$ cat src/rtl/fgba_loader_pkg.sv
// Shared definitions for the UART loader: RX state encoding, bit-timing helper
// and byte width. LOADER_PARITY_EN adds the PARITY state (8E1 framing).
package fgba_loader_pkg;

    localparam int BYTE_W = 8;

    typedef enum logic [2:0] {
        IDLE   = 3'd0,
        START  = 3'd1,
        DATA   = 3'd2,
`ifdef LOADER_PARITY_EN
        PARITY = 3'd3,
`endif
        STOP   = 3'd4
    } rx_state_e;

    // Clock cycles per UART bit, truncated.
    function automatic int clks_per_bit(input int clk_hz, input int baud);
        return clk_hz / baud;
    endfunction

endpackage

$ cat src/rtl/uart_rx.sv
// UART byte receiver: 2-flop synchroniser, bit timer and framing FSM.
// Emits a one-cycle byte_valid with the byte, or a one-cycle err pulse on a
// bad stop bit. With LOADER_PARITY_EN the frame is 8E1 and a parity mismatch
// also produces err instead of byte_valid.
module uart_rx
    import fgba_loader_pkg::*;
#(
    parameter int CLKS_PER_BIT = 16
) (
    input  logic       clk,
    input  logic       rstn,
    input  logic       clr,
    input  logic       rx,
    output logic [7:0] rx_byte,
    output logic       byte_valid,
    output logic       err
);

    localparam int CW   = $clog2(CLKS_PER_BIT);
    localparam int HALF = CLKS_PER_BIT / 2;

    logic [2:0] sync_q, sync_d;
    logic       rx_s, rx_prev;

    rx_state_e  state_q, state_d;
    logic [CW-1:0] cnt_q, cnt_d;
    logic [2:0] bit_q, bit_d;
    logic [7:0] shift_q, shift_d;
    logic       par_err_q, par_err_d;

    logic       tick_full, tick_half;

    // Bits [1:0] form the synchroniser; bit 2 is the delayed copy for edge detect.
    assign sync_d  = {sync_q[1:0], rx};
    assign rx_s    = sync_q[1];
    assign rx_prev = sync_q[2];

    assign tick_full = (cnt_q == CW'(CLKS_PER_BIT - 1));
    assign tick_half = (cnt_q == CW'(HALF - 1));

    // Synchroniser keeps running through clr; only rstn forces it to idle-high.
    always_ff @(posedge clk) begin
        if (!rstn) sync_q <= 3'b111;
        else       sync_q <= sync_d;
    end

    // State register and bit-timer flops.
    always_ff @(posedge clk) begin
        if (!rstn || clr) begin
            state_q   <= IDLE;
            cnt_q     <= '0;
            bit_q     <= '0;
            shift_q   <= '0;
            par_err_q <= 1'b0;
        end else begin
            state_q   <= state_d;
            cnt_q     <= cnt_d;
            bit_q     <= bit_d;
            shift_q   <= shift_d;
            par_err_q <= par_err_d;
        end
    end

    // Next-state logic: start-bit qualification, mid-bit sampling, framing.
    always_comb begin
        state_d   = state_q;
        cnt_d     = cnt_q;
        bit_d     = bit_q;
        shift_d   = shift_q;
        par_err_d = par_err_q;
        case (state_q)
            IDLE: begin
                cnt_d = '0;
                if (rx_prev && !rx_s) state_d = START;
            end
            START: begin
                cnt_d     = cnt_q + CW'(1);
                par_err_d = 1'b0;
                if (tick_half) begin
                    cnt_d   = '0;
                    bit_d   = '0;
                    state_d = rx_s ? IDLE : DATA;
                end
            end
            DATA: begin
                cnt_d = cnt_q + CW'(1);
                if (tick_full) begin
                    cnt_d   = '0;
                    shift_d = {rx_s, shift_q[7:1]};
                    bit_d   = bit_q + 3'd1;
                    if (bit_q == 3'd7) begin
`ifdef LOADER_PARITY_EN
                        state_d = PARITY;
`else
                        state_d = STOP;
`endif
                    end
                end
            end
`ifdef LOADER_PARITY_EN
            PARITY: begin
                cnt_d = cnt_q + CW'(1);
                if (tick_full) begin
                    cnt_d     = '0;
                    par_err_d = ^{shift_q, rx_s};
                    state_d   = STOP;
                end
            end
`endif
            STOP: begin
                cnt_d = cnt_q + CW'(1);
                if (tick_full) begin
                    cnt_d   = '0;
                    state_d = IDLE;
                end
            end
            default: state_d = IDLE;
        endcase
    end

    // Outputs: byte/err decision is made on the stop-bit sample.
    always_comb begin
        rx_byte    = shift_q;
        byte_valid = 1'b0;
        err        = 1'b0;
        if (state_q == STOP && tick_full) begin
            if (rx_s && !par_err_q) byte_valid = 1'b1;
            else                    err        = 1'b1;
        end
    end

endmodule

$ cat src/rtl/uart_loader.sv
// UART loader: assembles received bytes little-endian into DATA_W-bit words
// and presents them with an incrementing word address on a valid/ready port.
// Keeps an XOR checksum, accepted-word count and sticky error flags.
// Optional macro LOADER_PARITY_EN selects 8E1 framing in uart_rx.
module uart_loader
    import fgba_loader_pkg::*;
#(
    parameter int CLK_HZ       = 50000000,
    parameter int BAUD         = 115200,
    parameter int DATA_W       = 32,
    parameter int ADDR_W       = 23,
    parameter int TIMEOUT_BITS = 32
) (
    input  logic              clk,
    input  logic              rstn,
    input  logic              clr,
    input  logic              rx,
    output logic [ADDR_W-1:0] wr_addr,
    output logic [DATA_W-1:0] wr_data,
    output logic              wr_valid,
    input  logic              wr_ready,
    output logic [7:0]        xorc,
    output logic [ADDR_W-1:0] word_cnt,
    output logic              overrun,
    output logic              frame_err,
    output logic              busy
);

    localparam int     CPB     = clks_per_bit(CLK_HZ, BAUD);
    localparam int     NB      = DATA_W / BYTE_W;
    localparam int     IDXW    = $clog2(NB + 1);
    localparam longint TMO_CYC = longint'(TIMEOUT_BITS) * longint'(CPB);
    localparam int     TW      = $clog2(TMO_CYC + 1);

    logic [7:0]        rx_byte;
    logic              rx_valid, rx_err;

    logic [IDXW-1:0]   idx_q, idx_d;
    logic [DATA_W-1:0] asm_q, asm_d, asm_merged;
    logic [TW-1:0]     tmo_q, tmo_d;
    logic [DATA_W-1:0] wr_data_q, wr_data_d;
    logic              wr_valid_q, wr_valid_d;
    logic [ADDR_W-1:0] wr_addr_q, wr_addr_d;
    logic [ADDR_W-1:0] word_cnt_q, word_cnt_d;
    logic [7:0]        xorc_q, xorc_d;
    logic              overrun_q, overrun_d;
    logic              frame_err_q, frame_err_d;

    logic              complete, hs;
    logic [7:0]        word_xor;

    uart_rx #(
        .CLKS_PER_BIT(CPB)
    ) u_rx (
        .clk       (clk),
        .rstn      (rstn),
        .clr       (clr),
        .rx        (rx),
        .rx_byte   (rx_byte),
        .byte_valid(rx_valid),
        .err       (rx_err)
    );

    // Assembly buffer with the incoming byte dropped into lane idx.
    for (genvar gi = 0; gi < NB; gi++) begin : g_lane
        assign asm_merged[gi*BYTE_W +: BYTE_W] =
            (idx_q == IDXW'(gi)) ? rx_byte : asm_q[gi*BYTE_W +: BYTE_W];
    end

    assign complete = rx_valid && (idx_q == IDXW'(NB - 1));
    assign hs       = wr_valid_q && wr_ready;

    // Byte-wise XOR of the presented word, folded into xorc on handshake.
    always_comb begin
        word_xor = '0;
        for (int i = 0; i < NB; i++) word_xor = word_xor ^ wr_data_q[i*BYTE_W +: BYTE_W];
    end

    // All state flops; clr behaves as reset for everything but the synchroniser.
    always_ff @(posedge clk) begin
        if (!rstn || clr) begin
            idx_q       <= '0;
            asm_q       <= '0;
            tmo_q       <= '0;
            wr_data_q   <= '0;
            wr_valid_q  <= 1'b0;
            wr_addr_q   <= '0;
            word_cnt_q  <= '0;
            xorc_q      <= '0;
            overrun_q   <= 1'b0;
            frame_err_q <= 1'b0;
        end else begin
            idx_q       <= idx_d;
            asm_q       <= asm_d;
            tmo_q       <= tmo_d;
            wr_data_q   <= wr_data_d;
            wr_valid_q  <= wr_valid_d;
            wr_addr_q   <= wr_addr_d;
            word_cnt_q  <= word_cnt_d;
            xorc_q      <= xorc_d;
            overrun_q   <= overrun_d;
            frame_err_q <= frame_err_d;
        end
    end

    // Assembler index and idle timeout; a fresh byte always beats the timeout.
    always_comb begin
        asm_d = asm_q;
        idx_d = idx_q;
        tmo_d = tmo_q;
        if (rx_valid) begin
            asm_d = asm_merged;
            tmo_d = '0;
            idx_d = complete ? '0 : idx_q + IDXW'(1);
        end else if (idx_q != '0) begin
            if (tmo_q == TW'(TMO_CYC - 1)) begin
                idx_d = '0;
                tmo_d = '0;
            end else begin
                tmo_d = tmo_q + TW'(1);
            end
        end else begin
            tmo_d = '0;
        end
    end

    // Output register, handshake bookkeeping and sticky flags.
    always_comb begin
        wr_data_d   = wr_data_q;
        wr_valid_d  = wr_valid_q;
        wr_addr_d   = wr_addr_q;
        word_cnt_d  = word_cnt_q;
        xorc_d      = xorc_q;
        overrun_d   = overrun_q;
        frame_err_d = frame_err_q | rx_err;
        if (hs) begin
            wr_addr_d  = wr_addr_q + ADDR_W'(1);
            word_cnt_d = word_cnt_q + ADDR_W'(1);
            xorc_d     = xorc_q ^ word_xor;
            wr_valid_d = 1'b0;
        end
        if (complete) begin
            if (!wr_valid_q || hs) begin
                wr_data_d  = asm_merged;
                wr_valid_d = 1'b1;
            end else begin
                overrun_d = 1'b1;
            end
        end
    end

    assign wr_addr   = wr_addr_q;
    assign wr_data   = wr_data_q;
    assign wr_valid  = wr_valid_q;
    assign xorc      = xorc_q;
    assign word_cnt  = word_cnt_q;
    assign overrun   = overrun_q;
    assign frame_err = frame_err_q;
    assign busy      = (idx_q != '0) | wr_valid_q;

endmodule
$ cat config.mk
export PLATFORM = sky130hd
export DESIGN_NAME = uart_loader
export DESIGN_NICKNAME = d
export VERILOG_FILES = /design/src/rtl/fgba_loader_pkg.sv /design/src/rtl/uart_rx.sv /design/src/rtl/uart_loader.sv
export SDC_FILE = /design/constraint.sdc
export NUM_CORES = 1
export LEC_CHECK = 0
export ABC_AREA = 1
export CAP_MARGIN = 20
export CORE_MARGIN = 5
export CORE_UTILIZATION = 45
export CTS_CLUSTER_SIZE = 25
export DETAILED_ROUTE_END_ITERATION = 10
export PLACE_DENSITY = 0.79
export SYNTH_ARGS = -nofsm -noshare
export SYNTH_HDL_FRONTEND = slang
export SYNTH_SLANG_ARGS = --single-unit
$ cat constraint.sdc
create_clock -name clk -period 1.97 [get_ports clk]
set_clock_uncertainty 0.15 [all_clocks]
set_input_delay 0.591 -clock clk [delete_from_list [all_inputs] [get_ports clk]]
set_output_delay 0.591 -clock clk [all_outputs]
set_load 0.005 [all_outputs]
==> results of run 1 <==
==> cell families after synthesis <==
kind of cell	share of synthesized area (%)
AOI/OAI and AO/OA	10.1
xor gates and xnor gates	3.50
adders and majority gates	1.88
buffers and inverters	8.86
DFF	41.0
and+or+nand+nor	34.6
==> worst max-delay path, delay by kind of cell, from the launching register on <==
family / cells / cell delay (ns)
adder cells (fa/ha/maj): 1 / 0.13
buffers and inverters: 3 / 0.25
flip-flops: 1 / 0.32
AND/OR/NAND/NOR: 2 / 0.10
==> path summary, 6_finish.rpt <==
path,from,to,slack [ns],depth (start not counted)
worst max-delay path,idx_q[0],busy,-0.002,6
worst min register to register,u_rx.sync_q[0],u_rx.sync_q[1],0.27,1
worst min-delay path,u_rx.sync_q[0],u_rx.sync_q[1],0.27,1
worst max register to register,idx_q[0],wr_data[31],0.11,10
==> metal layers <==
metal,wire length [um],global-route usage (%)
met5,0,0
met4,284,5.80
met3,1140,3.79
met2,9810,34.5
met1,9030,24.4
==> state kept, by name, indices dropped and copies added, names as in the netlist, 8 cells and up <==
signal	cells
asm_q	32
wr_data	32
word_cnt	23
wr_addr	23
tmo_q	14
u_rx.cnt_q	9
u_rx.rx_byte	8
xorc	8
==> cell type report <==
cell class	count	area [um^2]
clock buffers	24	482
well taps	225	282
flip-flops and latches	164	3400
multi-input cells	830	4070
fillers	1582	7070
inverters	119	447
clock inverters	7	72.6
repair buffers	162	1530
==> cell usage in the layout, fill, tap and decap left out, types with 10 or more instances in the layout <==
master	instances
nand3_1	48
inv_1	107
buf_4	53
clkbuf_16	20
o21ai_0	55
xnor2_1	18
inv_2	10
xor2_1	14
ha_1	10
nand4_1	49
nand2_1	283
dlygate4sd2_1	89
dfxtp_2	60
nor2_1	189
dfxtp_4	12
nor3_1	17
buf_12	11
dfxtp_1	92
a21oi_1	81
==> where the power goes <==
part	internal, mW	total [mW]	leakage (nW)	switching, mW
combinational	0.0680	0.175	2.64	0.107
clock	1.84	3.19	0.267	1.35
sequential	3.30	3.30	1.36	0.00207
total	5.21	6.67	4.26	1.46
==> per-stage QoR <==
step	hold WS [ns]	setup TNS (ns)	setup slack, ns
final	0.271	-0.00203	-0.00203
after floorplan	0.243	0	0.124
after global routing	0.291	-0.130	-0.0578
after global placement	0.261	-21.48	-0.415
after detailed placement	0.260	-24.26	-0.443
after CTS	0.275	-0.0848	-0.0814
==> timing repair <==
item,CTS,global route
setup endpoints to repair,90,77
gates resized for setup,177,18
hold endpoints to repair,0,0
pin swaps,1,5
gates cloned,0,3
setup buffers,12,4
==> results.toml, run 1 <==
[status]
status = "finished, violations left"
violations = "negative setup slack"

[sta]
fin_crit_sh_pct = 100
period_minus_slack_ns = 1.97
worst_slew_pin_slew_ns = 0.424
setup_viol = 1
hold_violations = 0
rsz0062_at_grt = "true"
slew_viol_final = 0
fin_ws_ns = -0.00203
max_slew_margin_pct = 71.4
fmax_mhz = 507

[clock_tree]
cts_root_buf = "clkbuf_16"
hold_buffers = 0
clock_path_buffers = 2
cts_tree = "done"
cts.htree.levels = 4
cts_made_buffers = 17
cts_sinks = 164
clock_latency_ns = 0.43
path_clk_slew_ns = 0.06

[synth]
synthesis.nets = 1176
synth_most_common_cell = "nand2_1"
synth_edf_count = 0
ys_types = 37
synth_common_cells = "nand2_1 (285), nor2_1 (191), dfxtp_1 (164)"
synth_top_area_cell = "dfxtp_1"
synth_cells = 1159
ys_seq_area_share_pct = 41.0
syn_area_um2 = 8000
syn_avg_cell_area_um2 = 6.90
synth_top_area_share_pct = 41.0
ys_seq_elements = 164
synth_flop_cell = "dfxtp_1"
synth_warnings = 0
async_reset_ff_share_pct = 0
synthTopCellsByArea = "dfxtp_1 (41%), nand2_1 (13%), nor2_1 (9.0%)"

[detailed_routing]
drtIter0Drc = 545
dr.pass1.iters = 5
vias = 7807
wl_per_cell_um = 13.2
drc = 0
postRouteAntennaNets = 0
viasPerCell = 5.10
wl_um = 20300

[layout]
design_area_um2 = 10300
utilization_pct = 59.3
antenna_cells = 0
final_cells = 1531
area_growth_pct = 28.6
drive_above_1_share_pct = 16.8
final_nets = 1311

[setup_path]
max_stage_delay_ns = 0.32
end_kind = "output pin"
crit_type = "flip-flop to output pin"
crit_path_cell_trace = "inv_2 -> ha_4 -> nand2_2 -> inv_2 -> nand2_2 -> buf_2"
crit_slowest_cell = "dfxtp_2"
worst-path-max-fanout = 2
worstPathRequired_ns = 1.23
critPathLaunchType = "flip-flop"
crit_arrival_ns = 1.23

[floorplanning]
die_h_um = 143
rows = 48
start_util_pct = 46.1
core_um2 = 17400
fp.dieW_um = 143
dieArea_um2 = 20600
ios = 95

[power_and_ir_drop]
leakage_nw = 4.26
power_density_nw_per_um2 = 648
power_mw = 6.67
peakVddDrop_mv = 0.717

[global_routing]
grt_pass1_wl_um = 33400
grt_max_degree = 44
antenna_found_initial = 0
grt_usage_pct = 19.6
grt_pass1_vias = 7161
grt_overflow = 0

[place]
gp_congestion = 0.886
dp_hpwl_um = 13600
place_inst = 1481
port_buffers = 94
placedInstanceArea_um2 = 9480

[hold_path]
holdCritPathClass = "flip-flop to flip-flop"

[run]
cap_violations = 0
No activity file was read; power rests on OpenSTA's default activity.
==> run 2, diff against run 1 <==
--- a/config.mk
+++ b/config.mk
@@ -12,6 +12,8 @@
 export CTS_CLUSTER_SIZE = 25
 export DETAILED_ROUTE_END_ITERATION = 10
 export PLACE_DENSITY = 0.79
+export REMOVE_ABC_BUFFERS = 1
+export SLEW_MARGIN = 20
 export SYNTH_ARGS = -nofsm -noshare
 export SYNTH_HDL_FRONTEND = slang
 export SYNTH_SLANG_ARGS = --single-unit
==> run 2 against run 1 <==
Against the previous run:
- the flow still finishes with violations (negative setup slack)
- via count grew 2.0%
- total power shrank 0.64%
- die area is the same
- largest cell class unchanged
- first-iteration DRC count shrank 26%
- core utilization grew 1.2 points
- combinational power grew 7%
- worst setup slack lost 0.013 ns
- sequential cell count is the same
- critical path type unchanged
- clock power shrank 2%
- sequential power is essentially flat
- critical path depth is the same
==> results.toml, run 2 (same netlist as run 1, synthesis figures left out) <==
[setup_path]
worstPathRequired_ns = 1.23
reg2reg_to = "wr_data[26]"
worst-path-max-fanout = 2
ff2ff_setup_slack_ns = 0.12
crit_type = "flip-flop to output pin"
r2r_cells = 10
r2r-start = "idx_q[0]"
critPathLaunchType = "flip-flop"
end_kind = "output pin"
crit_arrival_ns = 1.24

[global_routing]
grt_overflow = 0
grt_max_degree = 51
grt_usage_pct = 19.5
grt_pass1_wl_um = 33300
grt_pass1_vias = 7412
antenna_found_initial = 0

[run]
cap_violations = 0

[detailed_routing]
dr.pass1.iters = 5
drtIter0Drc = 402
wl_um = 20500
vias = 7960
viasPerCell = 5.11
wl_per_cell_um = 13.2
postRouteAntennaNets = 0
drc = 0

[clock_tree]
clock_latency_ns = 0.42
cts_sinks = 164
cts_root_buf = "clkbuf_16"
clock_path_buffers = 2
cts.htree.levels = 4
path_clk_slew_ns = 0.06
cts_tree = "done"
cts_made_buffers = 17
hold_buffers = 0

[floorplanning]
fp.dieW_um = 143
ios = 95
dieArea_um2 = 20600
start_util_pct = 46.1
die_h_um = 143
rows = 48
core_um2 = 17400

[power_and_ir_drop]
leakage_nw = 4.39
power_mw = 6.62
peakVddDrop_mv = 0.683
power_density_nw_per_um2 = 631

[place]
dp_slack_ns = -0.431
port_buffers = 94
gp_congestion = 0.841
dp_hpwl_um = 13300

[sta]
rsz0062_at_grt = "true"
period_minus_slack_ns = 1.98
fmax_mhz = 504
fin_crit_sh_pct = 101
whs_ns = 0.262
worst_slew_pin_slew_ns = 0.389
hold_violations = 0
max_slew_margin_pct = 74.1
slew_viol_final = 0
setup_viol = 1
fin_ws_ns = -0.0150

[hold_path]
hold_end = "u_rx.sync_q[1]"
min_from = "u_rx.sync_q[0]"
hold_path_depth = 1
holdCritPathClass = "flip-flop to flip-flop"

[layout]
final_nets = 1336
area_growth_pct = 31.3
final_common_cell = "nand2_1"
fill_cells = 1516
drive_above_1_share_pct = 18.7
antenna_cells = 0
final_cell_mix = "nand2_1 (280), nor2_1 (190), inv_1 (108)"

[status]
violations = "negative setup slack"
status = "finished, violations left"
-- run 2: routing by layer --
metal	share of wire, %	GRT usage (%)	wire (um)	up-vias
met3	6.4	3.69	1300	34
li1	-	-	-	4042
met4	1.7	5.65	348	0
met2	48	34.1	9880	251
met5	0	0	0	-
met1	44	24.6	8970	3633
-- run 2: per-stage QoR --
stage / util, % / cells / setup TNS (ns) / cell area (um^2)
finish: 60.5 / 1557 / -0.0150 / 10500
floorplan: - / 1113 / -244.03 / 7740
CTS: 59.4 / 1547 / -0.0537 / 10300
global route: 60.5 / 1557 / -0.0604 / 10500
detailed placement: 55.0 / 1492 / -35.73 / 9550
global placement: 55.0 / 1492 / -30.73 / 9550
-- run 2: final cells by class --
cell class                 instances  area (um^2)  share of cell area [%]
inverter                         119          449                    4.28
clock inverter                     6         71.3                   0.679
timing repair buffer             186         1720                    16.4
sequential                       164         3410                    32.5
clock buffer                      26          479                    4.56
multi-input combinational        831         4090                    39.0
tap                              225          282                    2.68
-- run 2: worst max-delay path by stage --
stage / to / start / cells past startpoint / slack, ns
floorplan: u_rx.rx_byte[1] / rstn / 4 / -2.78
global placement: word_cnt[22] / wr_ready / 9 / -0.38
detailed placement: wr_data[2] / wr_ready / 6 / -0.43
CTS: busy / idx_q[1] / 6 / -0.05
global route: busy / idx_q[1] / 6 / -0.06
finish: busy / idx_q[1] / 6 / -0.01
-- run 2: report_power, final --
| part | total (mW) | switching [mW] | internal (mW) |
|---|---|---|---|
| clock | 3.13 | 1.32 | 1.82 |
| sequential | 3.30 | 0.00262 | 3.30 |
| combinational | 0.187 | 0.111 | 0.0761 |
| total | 6.62 | 1.43 | 5.19 |
-- run 2: worst max-delay path, cell delays in order, from the launching register on --
cell     delay (ns)
dfxtp_2        0.32
inv_2          0.07
ha_4           0.14
nand2_4        0.06
inv_4          0.06
nand2_2        0.05
buf_2          0.12
-- run 2: what timing repair did --
action | in CTS | in global routing
gates cloned | 1 | 3
gates resized for setup | 188 | 15
endpoints found under the setup margin | 122 | 52
setup buffers | 22 | 7
pin swaps | 3 | 6
==> run 3, diff against run 2 <==
--- a/config.mk
+++ b/config.mk
@@ -11,9 +11,10 @@
 export CORE_UTILIZATION = 45
 export CTS_CLUSTER_SIZE = 25
 export DETAILED_ROUTE_END_ITERATION = 10
-export PLACE_DENSITY = 0.79
+export PLACE_DENSITY = 0.75
 export REMOVE_ABC_BUFFERS = 1
 export SLEW_MARGIN = 20
 export SYNTH_ARGS = -nofsm -noshare
 export SYNTH_HDL_FRONTEND = slang
 export SYNTH_SLANG_ARGS = --single-unit
+export TNS_END_PERCENT = 10
==> constraint.sdc (replaced) <==
create_clock -name clk -period 2.4 [get_ports clk]
set_clock_uncertainty 0.15 [all_clocks]
set_input_delay 0.72 -clock clk [delete_from_list [all_inputs] [get_ports clk]]
set_output_delay 0.72 -clock clk [all_outputs]
set_load 0.005 [all_outputs]
==> run 3 against run 2 <==
Against the previous run:
- the run now ends clean
- largest power group unchanged
- sequential share of layout area rose by 1.1 points
- non-clock buffer count is 66 lower
- wire length shrank 11%
- final cell count is 4.3% lower
- critical endpoint is now word_cnt[10]
- clock power shrank 19%
==> results.toml, run 3 (same netlist as run 1, synthesis figures left out) <==
[status]
status = "complete, no violations"

[layout]
final_nets = 1269
antenna_cells = 0
regArea_um2 = 3290
area_growth_pct = 22.2
final_common_cell = "nand2_1"
utilization_pct = 56.3
fill_cells = 1627
final_cells = 1490
design_area_um2 = 9780
multi_input_area_um2 = 4030
final_cell_mix = "nand2_1 (285), nor2_1 (191), dfxtp_1 (161)"
drive_above_1_share_pct = 7.91

[sta]
fmax_mhz = 435
hold_violations = 0
rsz0062_at_grt = "false"
max_slew_margin_pct = 51.0
setup_tns_ns = 0
period_minus_slack_ns = 2.30
fin_crit_sh_pct = 95.8
whs_ns = 0.280
setup_viol = 0
worst_slew_pin_slew_ns = 0.733
fin_ws_ns = 0.101
slew_viol_final = 0

[floorplanning]
die_h_um = 143
ios = 95
rows = 48
fp.dieW_um = 143
start_util_pct = 46.1
core_um2 = 17400
dieArea_um2 = 20600

[power_and_ir_drop]
peakVddDrop_mv = 0.536
p_seq_share_pct = 50.5
pwr-share-comb_pct = 2.3
p_int_mw = 4.27
switching_power_mw = 1.14
pwr-share-clk_pct = 47.2
power_density_nw_per_um2 = 553
leakage_nw = 3.53
power_mw = 5.41
switching_share_pct = 21.1

[setup_path]
crit_arrival_ns = 1.43
max_stage_delay_ns = 0.55
critPathLaunchType = "flip-flop"
end_kind = "output pin"
cpLargestDelayFamily = "buffers and inverters"
crit_slowest_cell = "clkdlybuf4s50_1"
worst-path-max-fanout = 7
reg2reg_to = "wr_data[4]"
ff2ff_setup_slack_ns = 0.30
crit_buf_inv = 1
crit_path_cell_trace = "clkdlybuf4s50_1"
worstPathRequired_ns = 1.53
crit_type = "flip-flop to output pin"
r2r-start = "u_rx.cnt_q[1]"
r2r_cells = 10

[global_routing]
grtUsageMet3_pct = 4.33
grt_max_degree = 75
busiest_layer = "met2"
grt_overflow = 0
grt_pass1_wl_um = 31000
grt_usage_pct = 18.1
grt_pass1_vias = 6782
antenna_found_initial = 0
grtUsageMet2_pct = 29.6
grtUsageMet1_pct = 24.0

[clock_tree]
cts_made_buffers = 17
clock_latency_ns = 0.42
path_clk_slew_ns = 0.06
cts_tree = "done"
cts_sinks = 164
hold_buffers = 0
clock_path_buffers = 2
cts_root_buf = "clkbuf_16"
cts.htree.levels = 4

[place]
port_buffers = 94
placedInstanceArea_um2 = 9220
place_inst = 1458
dp_slack_ns = -0.0952
dp_hpwl_um = 12700
gp_congestion = 0.834

[hold_path]
hold_path_depth = 1
min_from = "u_rx.sync_q[0]"
hold_end = "u_rx.sync_q[1]"
holdCritPathClass = "flip-flop to flip-flop"

[detailed_routing]
viasPerCell = 4.99
wl_um = 18200
vias = 7432
dr.pass1.iters = 5
postRouteAntennaNets = 0
drc = 0
wl_per_cell_um = 12.2
drtIter0Drc = 400

[run]
cap_violations = 0
run 3: cell count changes in the layout (fill, tap and decap cells not counted), sizes merged, moves of 6 or more:
cell / change
clkdlybuf4s50: +90
dlygate4sd2: -89
buf: -64
clkbuf: -6
clkinv: +6
run 3: worst max path at each step:
stage / from / to / slack (ns) / cells past startpoint
6_report: word_cnt[10] / word_cnt[10] / 0.10 / 1
5_1_grt: u_rx.cnt_q[1] / wr_data[31] / 0.01 / 10
4_1_cts: idx_q[0] / busy / 0.01 / 6
3_5_place_dp: wr_ready / word_cnt[10] / -0.1 / 9
3_3_place_gp: wr_ready / word_cnt[18] / -0.07 / 9
2_1_floorplan: rstn / u_rx.rx_byte[1] / -2.47 / 4
run 3: layer usage:
| metal | vias up | wire, um |
|---|---|---|
| met1 | 3329 | 8320 |
| met5 | - | 0 |
| met3 | 22 | 1170 |
| li1 | 3895 | - |
| met4 | 0 | 225 |
| met2 | 186 | 8450 |
run 3: power by group through the flow:
stage / registers, mW / clock network (mW) / logic (mW)
after global placement: 2.79 / 0 / 0.126
after global routing: 2.73 / 2.73 / 0.143
after floorplan: 2.79 / 0 / 0.0861
after CTS: 2.73 / 2.61 / 0.128
final: 2.73 / 2.55 / 0.127
after detailed placement: 2.79 / 0 / 0.128
run 3: repair_timing:
| action | in CTS | in global routing |
|---|---|---|
| pin swaps | 0 | 1 |
| buffers inserted | 0 | 0 |
| resized for setup | 3 | 3 |
| endpoints found under the setup margin | 1 | 10 |
run 3: final cells by class:
cell class	count	share of cell area, %
flip-flops and latches	164	33.6
repair buffers	120	12.1
multi-input cells	830	41.2
inverters	119	4.57
clock buffers	22	4.85
clock inverters	10	0.832
well taps	225	2.88
